[config.mk]
export PLATFORM = sky130hd
export DESIGN_NAME = mipi_dsi_tx
export DESIGN_NICKNAME = d
export VERILOG_FILES = /design/src/rtl/mipi_pkg.sv /design/src/rtl/mipi_frame_buf.sv /design/src/rtl/mipi_dsi_tx.sv
export SDC_FILE = /design/constraint.sdc
export NUM_CORES = 2
export LEC_CHECK = 0
export ABC_AREA = 1
export ABC_CLOCK_PERIOD_IN_PS = 3290
export BUFFER_PORTS_ARGS = -buffer_cell sky130_fd_sc_hd__buf_4
export CAP_MARGIN = 30
export CORE_MARGIN = 5
export CORE_UTILIZATION = 50
export CTS_CLUSTER_SIZE = 10
export DETAILED_ROUTE_END_ITERATION = 8
export MAX_ROUTING_LAYER = met4
export PLACE_DENSITY = 0.65
export SLEW_MARGIN = 20
export SYNTH_ARGS = -nofsm -noshare
export SYNTH_HDL_FRONTEND = slang
export SYNTH_SLANG_ARGS = --single-unit
[constraint.sdc]
create_clock -name clk -period 3.29 [get_ports clk]
set_input_delay 0.329 -clock clk [delete_from_list [all_inputs] [get_ports clk]]
set_output_delay 0.329 -clock clk [all_outputs]
set_load 0.01 [all_outputs]
[src/rtl/mipi_pkg.sv]
// Shared types and constants for the single-lane DSI transmitter.
package mipi_pkg;

  typedef enum logic [4:0] {
    IDLE,
    CLK_LP01, CLK_LP00, CLK_PREP, CLK_ZERO, CLK_PRE,
    D_LP01, D_LP00, D_PREP, D_ZERO, D_SYNC, D_DATA, D_TRAIL, D_EXIT,
    CLK_POST, CLK_TRAIL, CLK_EXIT
  } state_t;

  localparam logic [7:0] SYNC_BYTE = 8'hB8;

  // LP pair codes as {p, n}
  localparam logic [1:0] LP11 = 2'b11;
  localparam logic [1:0] LP01 = 2'b01;
  localparam logic [1:0] LP00 = 2'b00;

  localparam int unsigned DEF_DEPTH      = 256;
  localparam int unsigned DEF_T_LPX      = 8;
  localparam int unsigned DEF_T_PREP     = 8;
  localparam int unsigned DEF_T_ZERO     = 16;
  localparam int unsigned DEF_T_TRAIL    = 16;
  localparam int unsigned DEF_T_CLK_PRE  = 16;
  localparam int unsigned DEF_T_CLK_POST = 16;

  // Clock lane toggles from CLK_PRE up to (not including) CLK_TRAIL.
  function automatic logic clk_running(input state_t s);
    return s inside {CLK_PRE, D_LP01, D_LP00, D_PREP, D_ZERO, D_SYNC,
                     D_DATA, D_TRAIL, D_EXIT, CLK_POST};
  endfunction

endpackage

[src/rtl/mipi_frame_buf.sv]
// Frame byte buffer: sequential writes with saturating count, sequential reads.
module mipi_frame_buf
  import mipi_pkg::*;
#(
  parameter int unsigned DEPTH = DEF_DEPTH,
  localparam int unsigned AW = $clog2(DEPTH)
) (
  input  logic          clk,
  input  logic          rst,
  input  logic          clr,
  input  logic          wr_en,
  input  logic [7:0]    wr_data,
  input  logic          rd_en,
  output logic [7:0]    rd_data,
  output logic [AW:0]   count,
  output logic          rd_done
);

  localparam logic [AW:0] FULL = (AW+1)'(DEPTH);

  logic [7:0]  mem [DEPTH];
  logic [AW:0] rd_ptr;
  logic        wr_ok;

  assign wr_ok   = wr_en && (count != FULL);
  assign rd_data = mem[rd_ptr[AW-1:0]];
  assign rd_done = (rd_ptr == count);

  always_ff @(posedge clk) begin
    if (wr_ok) mem[count[AW-1:0]] <= wr_data;
  end

  always_ff @(posedge clk or negedge rst) begin
    if (!rst) begin
      count  <= '0;
      rd_ptr <= '0;
    end else if (clr) begin
      count  <= '0;
      rd_ptr <= '0;
    end else begin
      if (wr_ok) count  <= count + 1'b1;
      if (rd_en) rd_ptr <= rd_ptr + 1'b1;
    end
  end

endmodule

[src/rtl/mipi_dsi_tx.sv]
// Single-lane D-PHY/DSI transmitter: buffers one SLIP frame, sends it as one HS burst.
module mipi_dsi_tx
  import mipi_pkg::*;
#(
  parameter int unsigned DEPTH      = DEF_DEPTH,
  parameter int unsigned T_LPX      = DEF_T_LPX,
  parameter int unsigned T_PREP     = DEF_T_PREP,
  parameter int unsigned T_ZERO     = DEF_T_ZERO,
  parameter int unsigned T_TRAIL    = DEF_T_TRAIL,
  parameter int unsigned T_CLK_PRE  = DEF_T_CLK_PRE,
  parameter int unsigned T_CLK_POST = DEF_T_CLK_POST
) (
  input  logic       clk,
  input  logic       rst,
  input  logic [7:0] d_in,
  input  logic       d_req,
  output logic       d_ack,
  input  logic       b_req,
  output logic       d_hs,
  output logic       c_hs,
  output logic       d_lp_p,
  output logic       d_lp_n,
  output logic       c_lp_p,
  output logic       c_lp_n
);

  localparam int unsigned AW = $clog2(DEPTH);
  localparam logic [15:0] L_LPX   = 16'(T_LPX - 1);
  localparam logic [15:0] L_PREP  = 16'(T_PREP - 1);
  localparam logic [15:0] L_ZERO  = 16'(T_ZERO - 1);
  localparam logic [15:0] L_TRAIL = 16'(T_TRAIL - 1);
  localparam logic [15:0] L_CPRE  = 16'(T_CLK_PRE - 1);
  localparam logic [15:0] L_CPOST = 16'(T_CLK_POST - 1);
  localparam logic [15:0] L_BITS  = 16'd7;

  state_t      state;
  logic [15:0] cnt;
  logic [7:0]  sh;
  logic [AW:0] count;
  logic [7:0]  rd_data;
  logic        rd_done;
  logic        rd_en;
  logic        buf_clr;

  assign d_ack = d_req & b_req & (state == IDLE);

  always_comb begin
    rd_en   = (cnt == '0) && ((state == D_SYNC) || (state == D_DATA && !rd_done));
    buf_clr = (state == CLK_EXIT);
  end

  mipi_frame_buf #(.DEPTH(DEPTH)) u_buf (
    .clk     (clk),
    .rst     (rst),
    .clr     (buf_clr),
    .wr_en   (d_ack),
    .wr_data (d_in),
    .rd_en   (rd_en),
    .rd_data (rd_data),
    .count   (count),
    .rd_done (rd_done)
  );

  // Outputs are set on the edge that enters a state, so each state's levels
  // appear for exactly its counted cycles.
  always_ff @(posedge clk or negedge rst) begin
    if (!rst) begin
      state            <= IDLE;
      cnt              <= '0;
      sh               <= '0;
      d_hs             <= 1'b0;
      c_hs             <= 1'b0;
      {d_lp_p, d_lp_n} <= LP11;
      {c_lp_p, c_lp_n} <= LP11;
    end else begin
      if (cnt != '0) cnt <= cnt - 1'b1;
      if (clk_running(state)) c_hs <= ~c_hs;
      case (state)
        IDLE: if (!b_req && count != '0) begin
          state <= CLK_LP01; cnt <= L_LPX; {c_lp_p, c_lp_n} <= LP01;
        end
        CLK_LP01: if (cnt == '0) begin
          state <= CLK_LP00; cnt <= L_LPX; {c_lp_p, c_lp_n} <= LP00;
        end
        CLK_LP00: if (cnt == '0) begin state <= CLK_PREP; cnt <= L_PREP; end
        CLK_PREP: if (cnt == '0) begin state <= CLK_ZERO; cnt <= L_ZERO; end
        CLK_ZERO: if (cnt == '0) begin
          state <= CLK_PRE; cnt <= L_CPRE; c_hs <= 1'b1;
        end
        CLK_PRE: if (cnt == '0) begin
          state <= D_LP01; cnt <= L_LPX; {d_lp_p, d_lp_n} <= LP01;
        end
        D_LP01: if (cnt == '0) begin
          state <= D_LP00; cnt <= L_LPX; {d_lp_p, d_lp_n} <= LP00;
        end
        D_LP00: if (cnt == '0) begin state <= D_PREP; cnt <= L_PREP; end
        D_PREP: if (cnt == '0) begin state <= D_ZERO; cnt <= L_ZERO; end
        D_ZERO: if (cnt == '0) begin
          state <= D_SYNC; cnt <= L_BITS;
          d_hs  <= SYNC_BYTE[0]; sh <= {1'b0, SYNC_BYTE[7:1]};
        end
        D_SYNC, D_DATA: begin
          if (cnt != '0) begin
            d_hs <= sh[0]; sh <= {1'b0, sh[7:1]};
          end else if (state == D_DATA && rd_done) begin
            state <= D_TRAIL; cnt <= L_TRAIL; d_hs <= ~d_hs;
          end else begin
            state <= D_DATA; cnt <= L_BITS;
            d_hs  <= rd_data[0]; sh <= {1'b0, rd_data[7:1]};
          end
        end
        D_TRAIL: if (cnt == '0) begin
          state <= D_EXIT; d_hs <= 1'b0; {d_lp_p, d_lp_n} <= LP11;
        end
        D_EXIT: begin state <= CLK_POST; cnt <= L_CPOST; end
        CLK_POST: if (cnt == '0) begin
          state <= CLK_TRAIL; cnt <= L_TRAIL; c_hs <= 1'b0;
        end
        CLK_TRAIL: if (cnt == '0) begin
          state <= CLK_EXIT; {c_lp_p, c_lp_n} <= LP11;
        end
        CLK_EXIT: state <= IDLE;
        default:  state <= IDLE;
      endcase
    end
  end

endmodule

==> run metrics <==
share of layout cells above drive strength 1=0.111; Async SR Flop Fraction=0.0248; fmax=314 MHz; Vias=57600; vias in the first global route=55000; DP Wirelength=142 mm; type of origin of the critical path=flip-flop; DIE AREA=180000 um2; mapped cell area=85800 um2; global-route wire length before repair=353 mm; grt total ovfl=0; TritonCTS buffer count=231; routed vias/inst=5.91; largest net degree at the start of global routing=116; met1 Use GR=0.366; 1st-iter DRT viols=7269; Sink Count=2100; worst-margin pin slew=1.04 ns; H-Tree Level Count=4; Net Sw Power=10.4 mW; Seq/Total Area, Yosys=0.732; Cell Area, Placed=91300 um2; maximum buffer depth of the clock tree=3; RSZ-0062 raised after global routing=no; Static Leak=33.6 nW; total chip power=52.6 mW; final instance area=97900 um2; Antenna Nets Post-Route=0; DIE HEIGHT=424 um; fin. max-slew vios=0; WS Path Type=reg -> reg; CP arrival=3.93 ns; Cells after Synth=7123; Clock Tree Root=clkbuf_16; crit path time final=3.19 ns; mean routed wirelength per cell=24.3 um; Hold Path Class=in -> reg; Max VDD drop=441 uV; Req. time, crit path=4.03 ns; Rows=152; initial core utilization=0.501; syn_nets=7143; CTS clk-pin slew, worst paths=0.06 ns; GPL Wtd Cong=0.932; Yosys warning total=0; Int Pwr=42.2 mW; commonest non-fill, non-tap cell in the layout=edfxtp_1; worst-skew pair later-pin latency=0.87 ns; met2 usage=0.408; Tcrit/Tclk final=0.969; initial antenna violation count=1; Post-synth EDFFs=2048; most frequent cells in the layout=edfxtp_1 (2048), nor2_1 (1658), o21ai_0 (938); Die Width=424 um; I/O Buffers=18; final core occ=0.572; power density over cell area=537 nW/um2; GR peak layer=met2; Max-Cap Viols=0; final hold vios=0; Slew headroom=0.308; Net Sw Frac=0.197; first drt pass iteration count=5; Worst Skew=0.0562 ns; nets=7438; FF+latch count, synth=2100; core area=171000 um2; crit path capture type=flip-flop; met3 Use GR=0.0450; Finish-stage setup viols=0; status=completed; ys flop type=edfxtp_1; Boundary Pins=19; CP Max Fanout=40; Synth-to-Final Area Change=14.0%; Global Route Usage Sum=0.268; Comb pwr share=0.011; Mapped Avg Cell Area=12.0 um2; CTS tree=built; Routed WL=237 mm; drc violations=0; Clock power frac=0.431; Seq pwr share=0.558; library cells used by synthesis=42
-- sequential cells by signal, indices dropped and copies added, names as in the netlist --
register,cells
u_buf.mem,2048
cnt,16
u_buf.count,9
u_buf.rd_ptr,9
sh,7
state,5
c_hs,1
c_lp_n,1
c_lp_p,1
d_hs,1
d_lp_n,1
d_lp_p,1
-- per-layer routing --
layer	up-vias	wire length, um
met5	-	0
met4	0	9370
met3	492	21500
met2	2682	110000
met1	28500	95800
li1	26000	-
-- worst paths after layout --
path / startpoint / endpoint / slack [ns] / cells past startpoint
worst min register to register: sh[1] / sh[1] / 0.49 / 2
max in group asynchronous: rst / u_buf.rd_ptr[1] / 2.57 / 2
min in group asynchronous: rst / cnt[9] / 0.08 / 2
worst max register to register: u_buf.rd_ptr[1] / d_hs / 0.10 / 17
worst max-delay path: u_buf.rd_ptr[1] / d_hs / 0.10 / 17
worst min-delay path: d_in[7] / u_buf.mem[144][7] / 0.05 / 1
-- power groups by stage --
stage / Clock [mW] / Sequential, mW / Combinational (mW)
finish: 22.7 / 29.4 / 0.583
global route: 24.1 / 29.3 / 0.621
CTS: 23.0 / 29.3 / 0.592
detailed placement: 0 / 29.9 / 0.583
global placement: 0 / 29.9 / 0.566
floorplan: 0 / 29.9 / 0.000918
-- stage by stage --
step                hold WS (ns)  TNS (ns)  instances  setup slack (ns)
floorplan                 0.0334         0       7123             0.462
global placement           0.426         0       9409             0.101
detailed placement         0.453    -0.486       9409           -0.0310
CTS                       0.0403         0       9747            0.0458
global route              0.0927         0       9748           0.00159
finish                    0.0509         0       9750             0.100
-- critical path: stages, from the launching register on --
cell     delay [ns]
dfrtp_4        0.66
inv_8          0.22
buf_12         0.26
buf_4          0.20
nand2_1        0.07
nand3_1        0.10
nand3_1        0.15
nand2_1        0.07
nand2_1        0.09
nand2_1        0.11
nor2_1         0.33
nand2_1        0.19
nand3_1        0.11
nand3_1        0.17
nand2_1        0.10
nand2_1        0.05
nand2_1        0.05
nand2_1        0.05
-- layout make-up --
| type | instances | area [um2] |
|---|---|---|
| sequential | 2100 | 62800 |
| clock buffer | 313 | 6140 |
| antenna | 2 | 5.00 |
| tap | 2233 | 2790 |
| multi-input combinational | 4362 | 20000 |
| clock inverter | 17 | 244 |
| fill | 13700 | 73300 |
| timing repair buffer | 535 | 5170 |
| inverter | 188 | 737 |
-- synth_stat cells (all sizes together), types with 8 or more instances --
cell type / count / area, um2
nor2: 1666 / 6260
dfrtp: 48 / 1200
o211ai: 220 / 1650
xor2: 9 / 78.8
a21oi: 116 / 581
nand3: 355 / 1780
xnor2: 9 / 78.8
o21ai: 1044 / 5230
o22ai: 138 / 863
nor3: 22 / 125
o221ai: 13 / 114
inv: 184 / 691
buf: 274 / 1700
nand2: 717 / 2690
ha: 8 / 100
nand4: 10 / 62.6
edfxtp: 2048 / 61500
clkbuf: 199 / 747
or2: 11 / 68.8
-- logic make-up after synthesis --
kind of cell | count (synthesis) | share of synthesized area
AO/OA/AOI/OAI | 1545 | 0.0995
XOR/XNOR | 18 | 0.00184
adder cells (fa/ha/maj) | 8 | 0.00117
buffers and inverters | 661 | 0.0367
flip-flops | 2100 | 0.732
multiplexers | 1 | 0.000117
AND/OR/NAND/NOR | 2790 | 0.129
-- what timing repair did --
| action | in CTS | in global routing |
|---|---|---|
| buffers inserted | 0 | 1 |
| hold buffers | 8 | 0 |
| pin swaps | 0 | 0 |
| endpoints found under the setup margin | 28 | 442 |
| gates resized for setup | 1 | 11 |
| endpoints found under the hold margin | 298 | 0 |
Note: power is estimated with default switching activity, not from simulation.
